**src/rtl/lfsr_parity_gen_if.sv**
```systemverilog
// Handshake and status bundle for the LFSR parity generator.
// The master modport belongs to the block that requests words and consumes them.
// The slave modport belongs to the generator itself.
interface lfsr_parity_gen_if #(
  parameter int WIDTH = 7
);
  logic             en;
  logic             load;
  logic [WIDTH-1:0] seed_in;
  logic             out_ready;
  logic [WIDTH:0]   out_data;
  logic             out_valid;
  logic             load_ack;
  logic             seed_err;
  logic             wrap;
  logic [WIDTH-1:0] period_len;

  modport master (
    output en, load, seed_in, out_ready,
    input  out_data, out_valid, load_ack, seed_err, wrap, period_len
  );

  modport slave (
    input  en, load, seed_in, out_ready,
    output out_data, out_valid, load_ack, seed_err, wrap, period_len
  );
endinterface

```
**src/rtl/lfsr_parity_gen.sv**
```systemverilog
// Fibonacci LFSR word source with a parity bit and valid/ready output.
// It measures the sequence period by counting transfers until the start seed comes back.
module lfsr_parity_gen #(
  parameter int             WIDTH      = 7,
  parameter logic [WIDTH-1:0] TAPS     = 7'h60,
  parameter logic [WIDTH-1:0] SEED     = 7'h01,
  parameter bit             PARITY_ODD = 1'b0
) (
  input  logic             clk,
  input  logic             rst,
  lfsr_parity_gen_if.slave bus
);

  typedef enum logic {IDLE, RUN} fsm_t;

  fsm_t             fsm_q;
  logic [WIDTH-1:0] state_q;
  logic [WIDTH-1:0] start_q;
  logic [WIDTH-1:0] cnt_q;
  logic [WIDTH-1:0] period_q;
  logic [WIDTH:0]   out_data_q;
  logic             out_valid_q;
  logic             load_ack_q;
  logic             seed_err_q;
  logic             wrap_q;

  logic [WIDTH-1:0] state_nxt;
  logic [WIDTH-1:0] seed_sel;
  logic             seed_zero;
  logic             xfer;

  // Compute the next state. If the taps would shift in an all-zero state, fall back to SEED.
  // This keeps the register out of the lockup state for any tap mask.
  function automatic logic [WIDTH-1:0] lfsr_next(input logic [WIDTH-1:0] s);
    logic [WIDTH-1:0] n;
    n = {s[WIDTH-2:0], ^(s & TAPS)};
    if (n == '0) n = SEED;
    return n;
  endfunction

  // Form the output word as {parity, state}.
  function automatic logic [WIDTH:0] frame(input logic [WIDTH-1:0] s);
    return {(^s) ^ PARITY_ODD, s};
  endfunction

  // Next-state, seed selection and transfer decode.
  always_comb begin
    state_nxt = lfsr_next(state_q);
    seed_zero = (bus.seed_in == '0);
    seed_sel  = seed_zero ? SEED : bus.seed_in;
    xfer      = out_valid_q & bus.out_ready;
  end

  // Control FSM. All outputs are registered here, so they change only on clock edges.
  always_ff @(posedge clk) begin
    if (rst) begin
      fsm_q       <= IDLE;
      state_q     <= SEED;
      start_q     <= SEED;
      cnt_q       <= '0;
      period_q    <= '0;
      out_data_q  <= frame(SEED);
      out_valid_q <= 1'b0;
      load_ack_q  <= 1'b0;
      seed_err_q  <= 1'b0;
      wrap_q      <= 1'b0;
    end else begin
      load_ack_q <= 1'b0;
      wrap_q     <= 1'b0;
      case (fsm_q)
        IDLE: begin
          if (bus.load) begin
            // A load takes priority over en. The FSM stays in IDLE for this cycle.
            state_q    <= seed_sel;
            start_q    <= seed_sel;
            cnt_q      <= '0;
            out_data_q <= frame(seed_sel);
            load_ack_q <= 1'b1;
            seed_err_q <= seed_zero;
          end else if (bus.en) begin
            fsm_q       <= RUN;
            out_valid_q <= 1'b1;
          end
        end
        RUN: begin
          // The state moves only when the consumer takes the word. A stalled word is held unchanged.
          if (xfer) begin
            state_q    <= state_nxt;
            out_data_q <= frame(state_nxt);
            if (state_nxt == start_q) begin
              wrap_q   <= 1'b1;
              period_q <= cnt_q + 1'b1;
              cnt_q    <= '0;
            end else begin
              cnt_q <= cnt_q + 1'b1;
            end
            // Leave RUN only on a transfer, so out_valid is never dropped while a word is pending.
            if (!bus.en) begin
              fsm_q       <= IDLE;
              out_valid_q <= 1'b0;
            end
          end
        end
        default: begin
          fsm_q       <= IDLE;
          out_valid_q <= 1'b0;
        end
      endcase
    end
  end

  assign bus.out_data   = out_data_q;
  assign bus.out_valid  = out_valid_q;
  assign bus.load_ack   = load_ack_q;
  assign bus.seed_err   = seed_err_q;
  assign bus.wrap       = wrap_q;
  assign bus.period_len = period_q;

endmodule

```
**src/flat_wrapper.sv**
```systemverilog
// flat-port wrapper written by rule: the top's interface ports become plain ports
module lfsr_parity_gen_flat 
#(
  parameter int             WIDTH      = 7,
  parameter logic [WIDTH-1:0] TAPS     = 7'h60,
  parameter logic [WIDTH-1:0] SEED     = 7'h01,
  parameter bit             PARITY_ODD = 1'b0
)
  (clk, rst, bus_en, bus_load, bus_seed_in, bus_out_ready, bus_out_data, bus_out_valid, bus_load_ack, bus_seed_err, bus_wrap, bus_period_len);
  lfsr_parity_gen_if #(.WIDTH(WIDTH)) bus_i ();
  input  logic clk;
  input  logic rst;
  input wire logic [$bits(bus_i.en)-1:0] bus_en;
  input wire logic [$bits(bus_i.load)-1:0] bus_load;
  input wire logic [$bits(bus_i.seed_in)-1:0] bus_seed_in;
  input wire logic [$bits(bus_i.out_ready)-1:0] bus_out_ready;
  output wire logic [$bits(bus_i.out_data)-1:0] bus_out_data;
  output wire logic [$bits(bus_i.out_valid)-1:0] bus_out_valid;
  output wire logic [$bits(bus_i.load_ack)-1:0] bus_load_ack;
  output wire logic [$bits(bus_i.seed_err)-1:0] bus_seed_err;
  output wire logic [$bits(bus_i.wrap)-1:0] bus_wrap;
  output wire logic [$bits(bus_i.period_len)-1:0] bus_period_len;
  assign bus_i.en = bus_en;
  assign bus_i.load = bus_load;
  assign bus_i.seed_in = bus_seed_in;
  assign bus_i.out_ready = bus_out_ready;
  assign bus_out_data = bus_i.out_data;
  assign bus_out_valid = bus_i.out_valid;
  assign bus_load_ack = bus_i.load_ack;
  assign bus_seed_err = bus_i.seed_err;
  assign bus_wrap = bus_i.wrap;
  assign bus_period_len = bus_i.period_len;
  lfsr_parity_gen #(.WIDTH(WIDTH), .TAPS(TAPS), .SEED(SEED), .PARITY_ODD(PARITY_ODD)) u_core (.clk(clk), .rst(rst), .bus(bus_i));
endmodule
```
**config.mk**
```make
export PLATFORM = sky130hd
export DESIGN_NAME = lfsr_parity_gen_flat
export DESIGN_NICKNAME = d
export VERILOG_FILES = /design/src/rtl/lfsr_parity_gen_if.sv /design/src/rtl/lfsr_parity_gen.sv /design/src/flat_wrapper.sv
export SDC_FILE = /design/constraint.sdc
export NUM_CORES = 1
export LEC_CHECK = 0
export CORE_MARGIN = 4
export CORE_UTILIZATION = 32
export DETAILED_ROUTE_END_ITERATION = 12
export MAX_ROUTING_LAYER = met4
export PLACE_DENSITY = 0.55
export REMOVE_ABC_BUFFERS = 1
export SLEW_MARGIN = 20
export SYNTH_ARGS = -nofsm -noshare
export SYNTH_HDL_FRONTEND = slang
export SYNTH_SLANG_ARGS = --single-unit
export TNS_END_PERCENT = 30
```
**constraint.sdc**
```tcl
create_clock -name clk -period 1.6 [get_ports clk]
set_input_delay 0.32 -clock clk [delete_from_list [all_inputs] [get_ports clk]]
set_output_delay 0.32 -clock clk [all_outputs]
set_load 0.005 [all_outputs]
```
# Word-level counts from Yosys, hierarchy flattened
# Index checks and enable logic that the tools add are counted.
# classes
add_sub_neg,1
n_eq_ne,6
muxes,23
bitwise,3
n_reduce_logical,11
# op_table
cell,count
7-bit two-way mux,7
7-bit case mux with 2 select lines,2
7-bit parity,3
8-bit two-way mux,2
8-bit case mux with 2 select lines,1
7-bit logical NOT,2
"2-bit != test, second input constant",5
1-bit two-way mux,9
"7-bit by 1-bit adder with 7-bit output, second input constant",1
7-bit == test,1
1-bit case mux with 2 select lines,2
2-bit AND reduction,2
4-bit AND reduction,1
3-bit AND reduction,1
3-bit OR reduction,1
1-bit NOT,2
2-bit OR reduction,1
1-bit AND,1
# totals
ff_bits,41
out_inout_bits,19
word_cells,54

# Longest topological paths before layout
# Gate-level depths: netlist of the first run.
# logic_depth
depth_word,7
mapped_depth,8

# Worst setup path after synthesis of the first run
# OpenSTA, ideal clock, no wires.
# synth_path
path_type,register -> register
start,"register, netlist name u_core.bus.out_data[1]"
end,register u_core.cnt_q[3]
t_arrival_ns,1.635
required_ns,1.478
setup_slack_ns,-0.157
stages_incl_launch_ff,9
period_less_slack_ns,1.757
path_cell_list,dfxtp_1 inv_1 ha_1 nor4b_4 o211a_1 o211a_4 buf_6 a21oi_1 a221o_1
# synth_rtl
item,line_no,rtl
"end signal, assigned",lfsr_parity_gen.sv:95,cnt_q <= cnt_q + 1'b1;
"end, declared",lfsr_parity_gen.sv:19,logic [WIDTH-1:0] cnt_q;

==> impl_metrics.json, run 1 <==
{
  "initial_core_util_pct": 33.75,
  "critPathCaptureType": "register",
  "cts-root-buf": "clkbuf_8",
  "yosys_register_bits": 34,
  "syn-cell-area_sq_um": 1757,
  "ios": 31,
  "min_period_ns": 1.865,
  "seqPwrFrac_pct": 44.7,
  "area_growth_syn_to_layout_pct": 49.22,
  "fp-row-count": 26,
  "max_clock_freq_ghz": 0.5362,
  "cts.sinks": 34,
  "power_density_nw_per_um2": 792.2,
  "worstSkewPairLatency_ns": 0.28,
  "layout_setup_ws_ns": -0.2649,
  "switching_power_mw": 0.5956,
  "viasPerCell": 4.878,
  "arrival_ns": 2.04,
  "startpoint_type": "register",
  "regArea_sq_um": 698.2,
  "finalHoldViolCount": 0,
  "ys_types": 42,
  "critPathRequiredTime_ns": 1.77,
  "comb_power_share_pct": 26.6,
  "met2_wirelength_um": 2232,
  "grt_start_max_net_pins": 23,
  "cts_buffers": 5,
  "dieArea_sq_um": 6739,
  "wl_met3_um": 203,
  "first_pass_iters": 4,
  "hp-class": "reg -> reg",
  "diodes": 0,
  "grt_usage_pct": 15.26,
  "port_buffers": 30,
  "coreArea_sq_um": 5205,
  "grt_pass1_wl_um": 7527,
  "cts_tree": "yes",
  "grt_pass1_vias": 1561,
  "drc": 0,
  "finalMaxSlewViolations": 0,
  "finalNetCount": 289,
  "drv_cap": 0,
  "num_vias": 1683,
  "rsz0062_at_grt": "true",
  "wl_met1_um": 2301,
  "wl_per_cell_um": 13.89,
  "drtAntennaViolNets": 0,
  "max_slew_margin_pct": 66.48,
  "synth_warnings": 0,
  "cts-hold-fix-buffers": 0,
  "netlist_instances": 203,
  "die_y_um": 82.09,
  "ctsHtreeMaxLevel": 2,
  "dp_hpwl_um": 3474,
  "grt_overflow_total": 0,
  "wl_um": 4792,
  "grt_antenna_before_repair": 0,
  "p_leak_nw": 1.084,
  "p_total_mw": 2.076,
  "p_sw_share_pct": 28.68,
  "multi_input_area_sq_um": 1072,
  "violations": "setup timing",
  "clock_power_share_pct": 28.8,
  "worstMarginPinSlew_ns": 0.5009,
  "layout-drive-gt1-share_pct": 29.09,
  "outcome": "finished with violations",
  "fillerInstances": 540,
  "seq_area_frac_synth_pct": 38.75,
  "clock_path_buffers": 2,
  "crit_type": "reg -> reg",
  "dp.cells": 334,
  "chipWidth_um": 82.09,
  "path_max_fanout": 7,
  "peakVddDrop_v": 0.0003850,
  "globalplace.congestion": 0.7978,
  "clk_pin_slew_ns": 0.07,
  "finalCritPeriodShare_pct": 116.6,
  "drt-initial-drc-count": 118,
  "clock_skew_ns": 0.007000,
  "finalSetupViolCount": 16,
  "final_cells": 345,
  "syn_avg_cell_area_sq_um": 8.654,
  "route.top_layer_used": "met4",
  "internal_power_mw": 1.481
}
==> metrics by stage <==
step	utilization [%]	TNS (ns)	cell area, sq um	hold WS [ns]	setup slack [ns]
6_report	50.36	-2.979	2621	0.4701	-0.2649
2_1_floorplan	-	-2.563	1688	0.3891	-0.2729
3_5_place_dp	46.08	-4.135	2399	0.4617	-0.2828
5_1_grt	50.36	-4.589	2621	0.4919	-0.3597
4_1_cts	48.89	-3.192	2545	0.4694	-0.2671
3_3_place_gp	46.08	-3.199	2399	0.4564	-0.2493
==> timing repair <==
| item | in CTS | in global routing |
|---|---|---|
| resized for setup | 24 | 14 |
| endpoints found under the setup margin | 21 | 21 |
| buffers inserted | 2 | 2 |
| pin swaps | 8 | 11 |
==> cells in the final DEF, fill, tap and decap left out, types with 5 or more instances in the layout <==
| master | n |
|---|---|
| dfxtp_1 | 26 |
| dfxtp_2 | 5 |
| clkdlybuf4s50_1 | 24 |
| nand2_1 | 23 |
| clkbuf_8 | 5 |
| xnor2_1 | 10 |
| xor2_1 | 6 |
| a211oi_1 | 10 |
| nor2_1 | 25 |
| a21oi_1 | 11 |
| o21ai_1 | 5 |
| buf_4 | 45 |
| mux2i_1 | 5 |
| a31oi_1 | 9 |
| nand3_1 | 5 |
==> layer usage <==
metal  vias up  track usage [%]
met3         4            2.928
met2        39            22.46
met5         -                -
li1        861                -
met4         0            5.980
met1       779            20.63
==> registers in the layout, summed over array words and instances (netlist names) <==
| name | flops |
|---|---|
| u_core.start_q | 7 |
| u_core.cnt_q | 7 |
| u_core.bus.load_ack | 1 |
| u_core.bus.out_data | 8 |
| u_core.bus.out_valid | 1 |
| u_core.bus.wrap | 1 |
| u_core.bus.seed_err | 1 |
| u_core.bus.period_len | 7 |
| u_core.fsm_q | 1 |
==> final timing paths <==
path                            slack [ns]  cells past startpoint                    from                end
worst max-delay path                 -0.26                      8  u_core.bus.out_data[1]    u_core.cnt_q[4]
worst min-delay path                  0.47                      2       u_core.start_q[1]  u_core.start_q[1]
worst max register to register       -0.26                      8  u_core.bus.out_data[1]    u_core.cnt_q[4]
worst min register to register        0.47                      2       u_core.start_q[1]  u_core.start_q[1]
==> cells in the mapped netlist <==
library cell	instances	area, sq um
buf_2	1	5.000
a21oi_1	14	70.07
or2_0	1	6.260
nor2b_1	3	18.77
nor4b_4	1	23.77
a221o_1	3	30.03
buf_1	2	7.510
nor3_2	1	10.01
dfxtp_1	34	680.7
or3_1	1	6.260
clkbuf_1	6	22.52
a21o_4	1	15.01
and2_1	2	12.51
nor2_1	25	93.84
xnor2_1	11	96.34
xnor3_1	1	22.52
o211a_1	1	10.01
o211ai_1	1	7.510
inv_1	3	11.26
o211a_4	1	17.52
a31oi_1	10	62.56
and3_1	2	12.51
mux2i_1	5	50.05
nand3_1	5	25.02
o31ai_1	1	7.510
a211o_1	2	17.52
nand2b_1	3	18.77
a21boi_2	1	11.26
a22o_1	1	8.760
o22ai_1	1	6.260
nand2_1	23	86.33
buf_6	3	33.78
a211oi_1	11	82.58
xor2_2	1	16.27
xor2_1	6	52.55
o21ai_1	1	5.000
nor3_1	3	15.01
o221ai_1	1	8.760
nand4_1	1	6.260
nand3b_1	1	7.510
o21ai_0	6	30.03
ha_1	2	25.02
==> layout make-up <==
cell class | instances | share of cell area [%]
multi-input cells | 154 | 40.91
repair buffers | 77 | 25.68
clock buffers | 5 | 2.625
clock inverters | 2 | 0.3819
well taps | 70 | 3.341
flip-flops and latches | 34 | 26.63
inverters | 3 | 0.4296
==> cell families (layout without fill, tap and decap cells) <==
| group | count (synthesis) | count (layout) | synth area share [%] |
|---|---|---|---|
| xor gates and xnor gates | 19 | 19 | 10.68 |
| AOI/OAI and AO/OA | 56 | 56 | 22.22 |
| adders and majority gates | 2 | 2 | 1.424 |
| DFF | 34 | 34 | 38.75 |
| muxes | 5 | 5 | 2.849 |
| buffers and inverters | 15 | 87 | 4.558 |
| and+or+nand+nor | 72 | 72 | 19.52 |
==> worst max-delay path, stage by stage (launching register included) <==
cell	delay, ns
dfxtp_2	0.33
inv_2	0.07
ha_4	0.11
nor4b_4	0.34
a21o_4	0.23
xor2_4	0.20
buf_6	0.17
a21oi_2	0.05
a221o_1	0.25
==> power groups by stage <==
stage	Sequential, mW	Combinational [mW]	Clock (mW)
2_1_floorplan	0.949	0.236	0
3_3_place_gp	0.941	0.508	0
3_5_place_dp	0.941	0.512	0
4_1_cts	0.926	0.530	0.618
5_1_grt	0.933	0.600	0.657
6_report	0.928	0.551	0.597
No activity file was read; power rests on OpenSTA's default activity.
==> run 2: changes to the inputs <==
Settings changed: DONT_BUFFER_PORTS set to 1, PLACE_DENSITY 0.55 to 0.47.
==> run 2 against run 1 <==
Net effect: the run still ends with setup timing left; power shrank 6.1%; cell area shrank 15%; hold slack lost 0.36 ns; count of clock-buffer cells in the layout grew 2; sequential power shrank 0.4%; setup slack gained 0.051 ns; combinational power shrank 19%; first-iteration DRC count shrank 46%; routed wire length shrank 6.2%; register-to-register slack gained 0.05 ns; core utilization shrank 7.7 points; critical path type unchanged; largest cell class unchanged.
==> impl_metrics.json, run 2 (synthesis results as in run 1) <==
{
  "min_to": "u_core.start_q[4]",
  "port_buffers": 0,
  "reg2regPathDepth": 10,
  "max_clock_freq_ghz": 0.5513,
  "layout_common_cells": "dfxtp_1 (32), buf_4 (27), nor2_1 (25), nand2_1 (23), a21oi_1 (13)",
  "finalNetCount": 244,
  "cts_buffers": 5,
  "regArea_sq_um": 683.2,
  "max_stage_delay_ns": 0.33,
  "drtAntennaViolNets": 0,
  "crit_buf_inv": 4,
  "grt_pass1_vias": 1550,
  "first_pass_iters": 4,
  "reg2reg_to": "u_core.bus.period_len[6]",
  "die_y_um": 82.09,
  "fin_util_pct": 42.64,
  "crit-reg2reg-launch": "u_core.bus.out_data[1]",
  "globalplace.congestion": 0.7881,
  "grt_start_max_net_pins": 29,
  "cpLargestDelayFamily": "compound AO/OA/AOI/OAI gates",
  "place_area_sq_um": 1991,
  "finalHoldViolCount": 0,
  "violations": "setup timing",
  "p_leak_nw": 0.8517,
  "holdPathStages": 1,
  "mostFrequentLayoutCell": "dfxtp_1",
  "clock_skew_ns": 0.004805,
  "setup_tns_ns": -2.758,
  "drc": 0,
  "crit_top_cell": "buf_4",
  "grt_pass1_wl_um": 7548,
  "coreArea_sq_um": 5205,
  "clock_path_buffers": 2,
  "critPathCaptureType": "register",
  "drv_cap": 0,
  "dp_hpwl_um": 3344,
  "layout-drive-gt1-share_pct": 26.09,
  "num_vias": 1503,
  "wl_um": 4497,
  "grt_antenna_before_repair": 0,
  "path_max_fanout": 5,
  "initial_core_util_pct": 33.75,
  "multi_input_area_sq_um": 1094,
  "layout_setup_ws_ns": -0.2140,
  "crit_slowest_cell": "dfxtp_2",
  "final_cells": 300,
  "fin_hold_ws_ns": 0.1106,
  "worstSkewPairLatency_ns": 0.27,
  "peakVddDrop_v": 0.0004074,
  "design_area_sq_um": 2220,
  "finalSetupViolCount": 16,
  "rrSetupSlack_ns": -0.21,
  "viasPerCell": 5.010,
  "min-delay-start": "rst",
  "cts-hold-fix-buffers": 0,
  "wl_per_cell_um": 14.99,
  "ios": 31,
  "crit_type": "reg -> reg",
  "outcome": "finished with violations",
  "startpoint_type": "register",
  "chipWidth_um": 82.09,
  "hp-class": "in -> reg",
  "fp-row-count": 26,
  "area_growth_syn_to_layout_pct": 26.35,
  "dieArea_sq_um": 6739,
  "finalCritPeriodShare_pct": 113.4,
  "finalMaxSlewViolations": 0,
  "critPathRequiredTime_ns": 1.80,
  "ctsHtreeMaxLevel": 2,
  "cts.sinks": 34,
  "dp.cells": 288,
  "rsz0062_at_grt": "true",
  "cts_tree": "yes",
  "cp_cell_sequence": "inv_2, ha_4, nor4b_4, buf_4, o211a_1, o211ai_1, buf_4, nor3_4, buf_6, a211oi_2",
  "worstMarginPinSlew_ns": 0.4972,
  "min_period_ns": 1.814,
  "cts-root-buf": "clkbuf_8",
  "arrival_ns": 2.01,
  "diodes": 0,
  "grt_overflow_total": 0,
  "max_slew_margin_pct": 66.73,
  "largest_reg_flops": 8,
  "drt-initial-drc-count": 64,
  "grt_usage_pct": 15.01,
  "clk_pin_slew_ns": 0.06,
  "fillerInstances": 525,
  "power_density_nw_per_um2": 878.7
}
[run 2: where the power goes]
part           leakage (nW)  internal [mW]  total [mW]  switching [mW]
Sequential            0.278          0.886       0.924          0.0381
Combinational         0.535          0.239       0.447           0.208
Clock                0.0383          0.299       0.579           0.280
Total                 0.852           1.42        1.95           0.526
[run 2: worst register-to-register path: cells and delay by family, from the launching register on]
kind	cells	cell delay, ns
AO/OA/AOI/OAI	3	0.59
buffers and inverters	4	0.51
flip-flops	1	0.33
AND/OR/NAND/NOR	2	0.17
adder cells (fa/ha/maj)	1	0.15
[run 2: cell type report]
cell class / instances / area share [%]
inverters: 3 / 0.5073
well taps: 70 / 3.946
clock buffers: 7 / 3.439
flip-flops and latches: 34 / 30.78
multi-input cells: 154 / 49.27
repair buffers: 32 / 12.06
[run 2: worst max-delay path by stage]
stage / startpoint / endpoint / slack (ns) / depth (start not counted)
CTS: u_core.bus.out_data[1] / u_core.bus.period_len[5] / -0.22 / 10
finish: u_core.bus.out_data[1] / u_core.bus.period_len[6] / -0.21 / 10
global route: u_core.bus.out_data[1] / u_core.bus.period_len[6] / -0.34 / 10
detailed placement: u_core.bus.out_data[1] / u_core.bus.period_len[2] / -0.23 / 8
global placement: u_core.bus.out_data[1] / u_core.cnt_q[2] / -0.18 / 7
floorplan: u_core.bus.out_data[1] / u_core.cnt_q[3] / -0.27 / 7
[run 2: per-stage QoR]
| step | power [mW] | setup slack, ns |
|---|---|---|
| 2_1_floorplan | 1.185 | -0.2729 |
| 3_3_place_gp | 1.341 | -0.1808 |
| 3_5_place_dp | 1.347 | -0.2339 |
| 4_1_cts | 1.958 | -0.2201 |
| 5_1_grt | 2.056 | -0.3448 |
| 6_report | 1.950 | -0.2140 |
[run 2: timing repair]
item	in CTS	in global routing
gates cloned	0	0
hold endpoints to repair	0	0
buffers inserted	6	1
resized for setup	20	9
endpoints found under the setup margin	16	16
pin swaps	13	7
[run 2: metal layers]
layer  up-vias  share of wire (%)  track usage [%]
li1        775                  -                -
met1       697                 45            17.62
met2        29                 50            25.28
met3         2                4.9            4.772
met4         0               0.31            2.990
met5         -                  0                -
==> run 3: changes to the inputs <==
Settings changed: GPL_ROUTABILITY_DRIVEN set to 0.
==> results of run 3 <==
Final layout, timing and power as in run 2 (identical DEF).
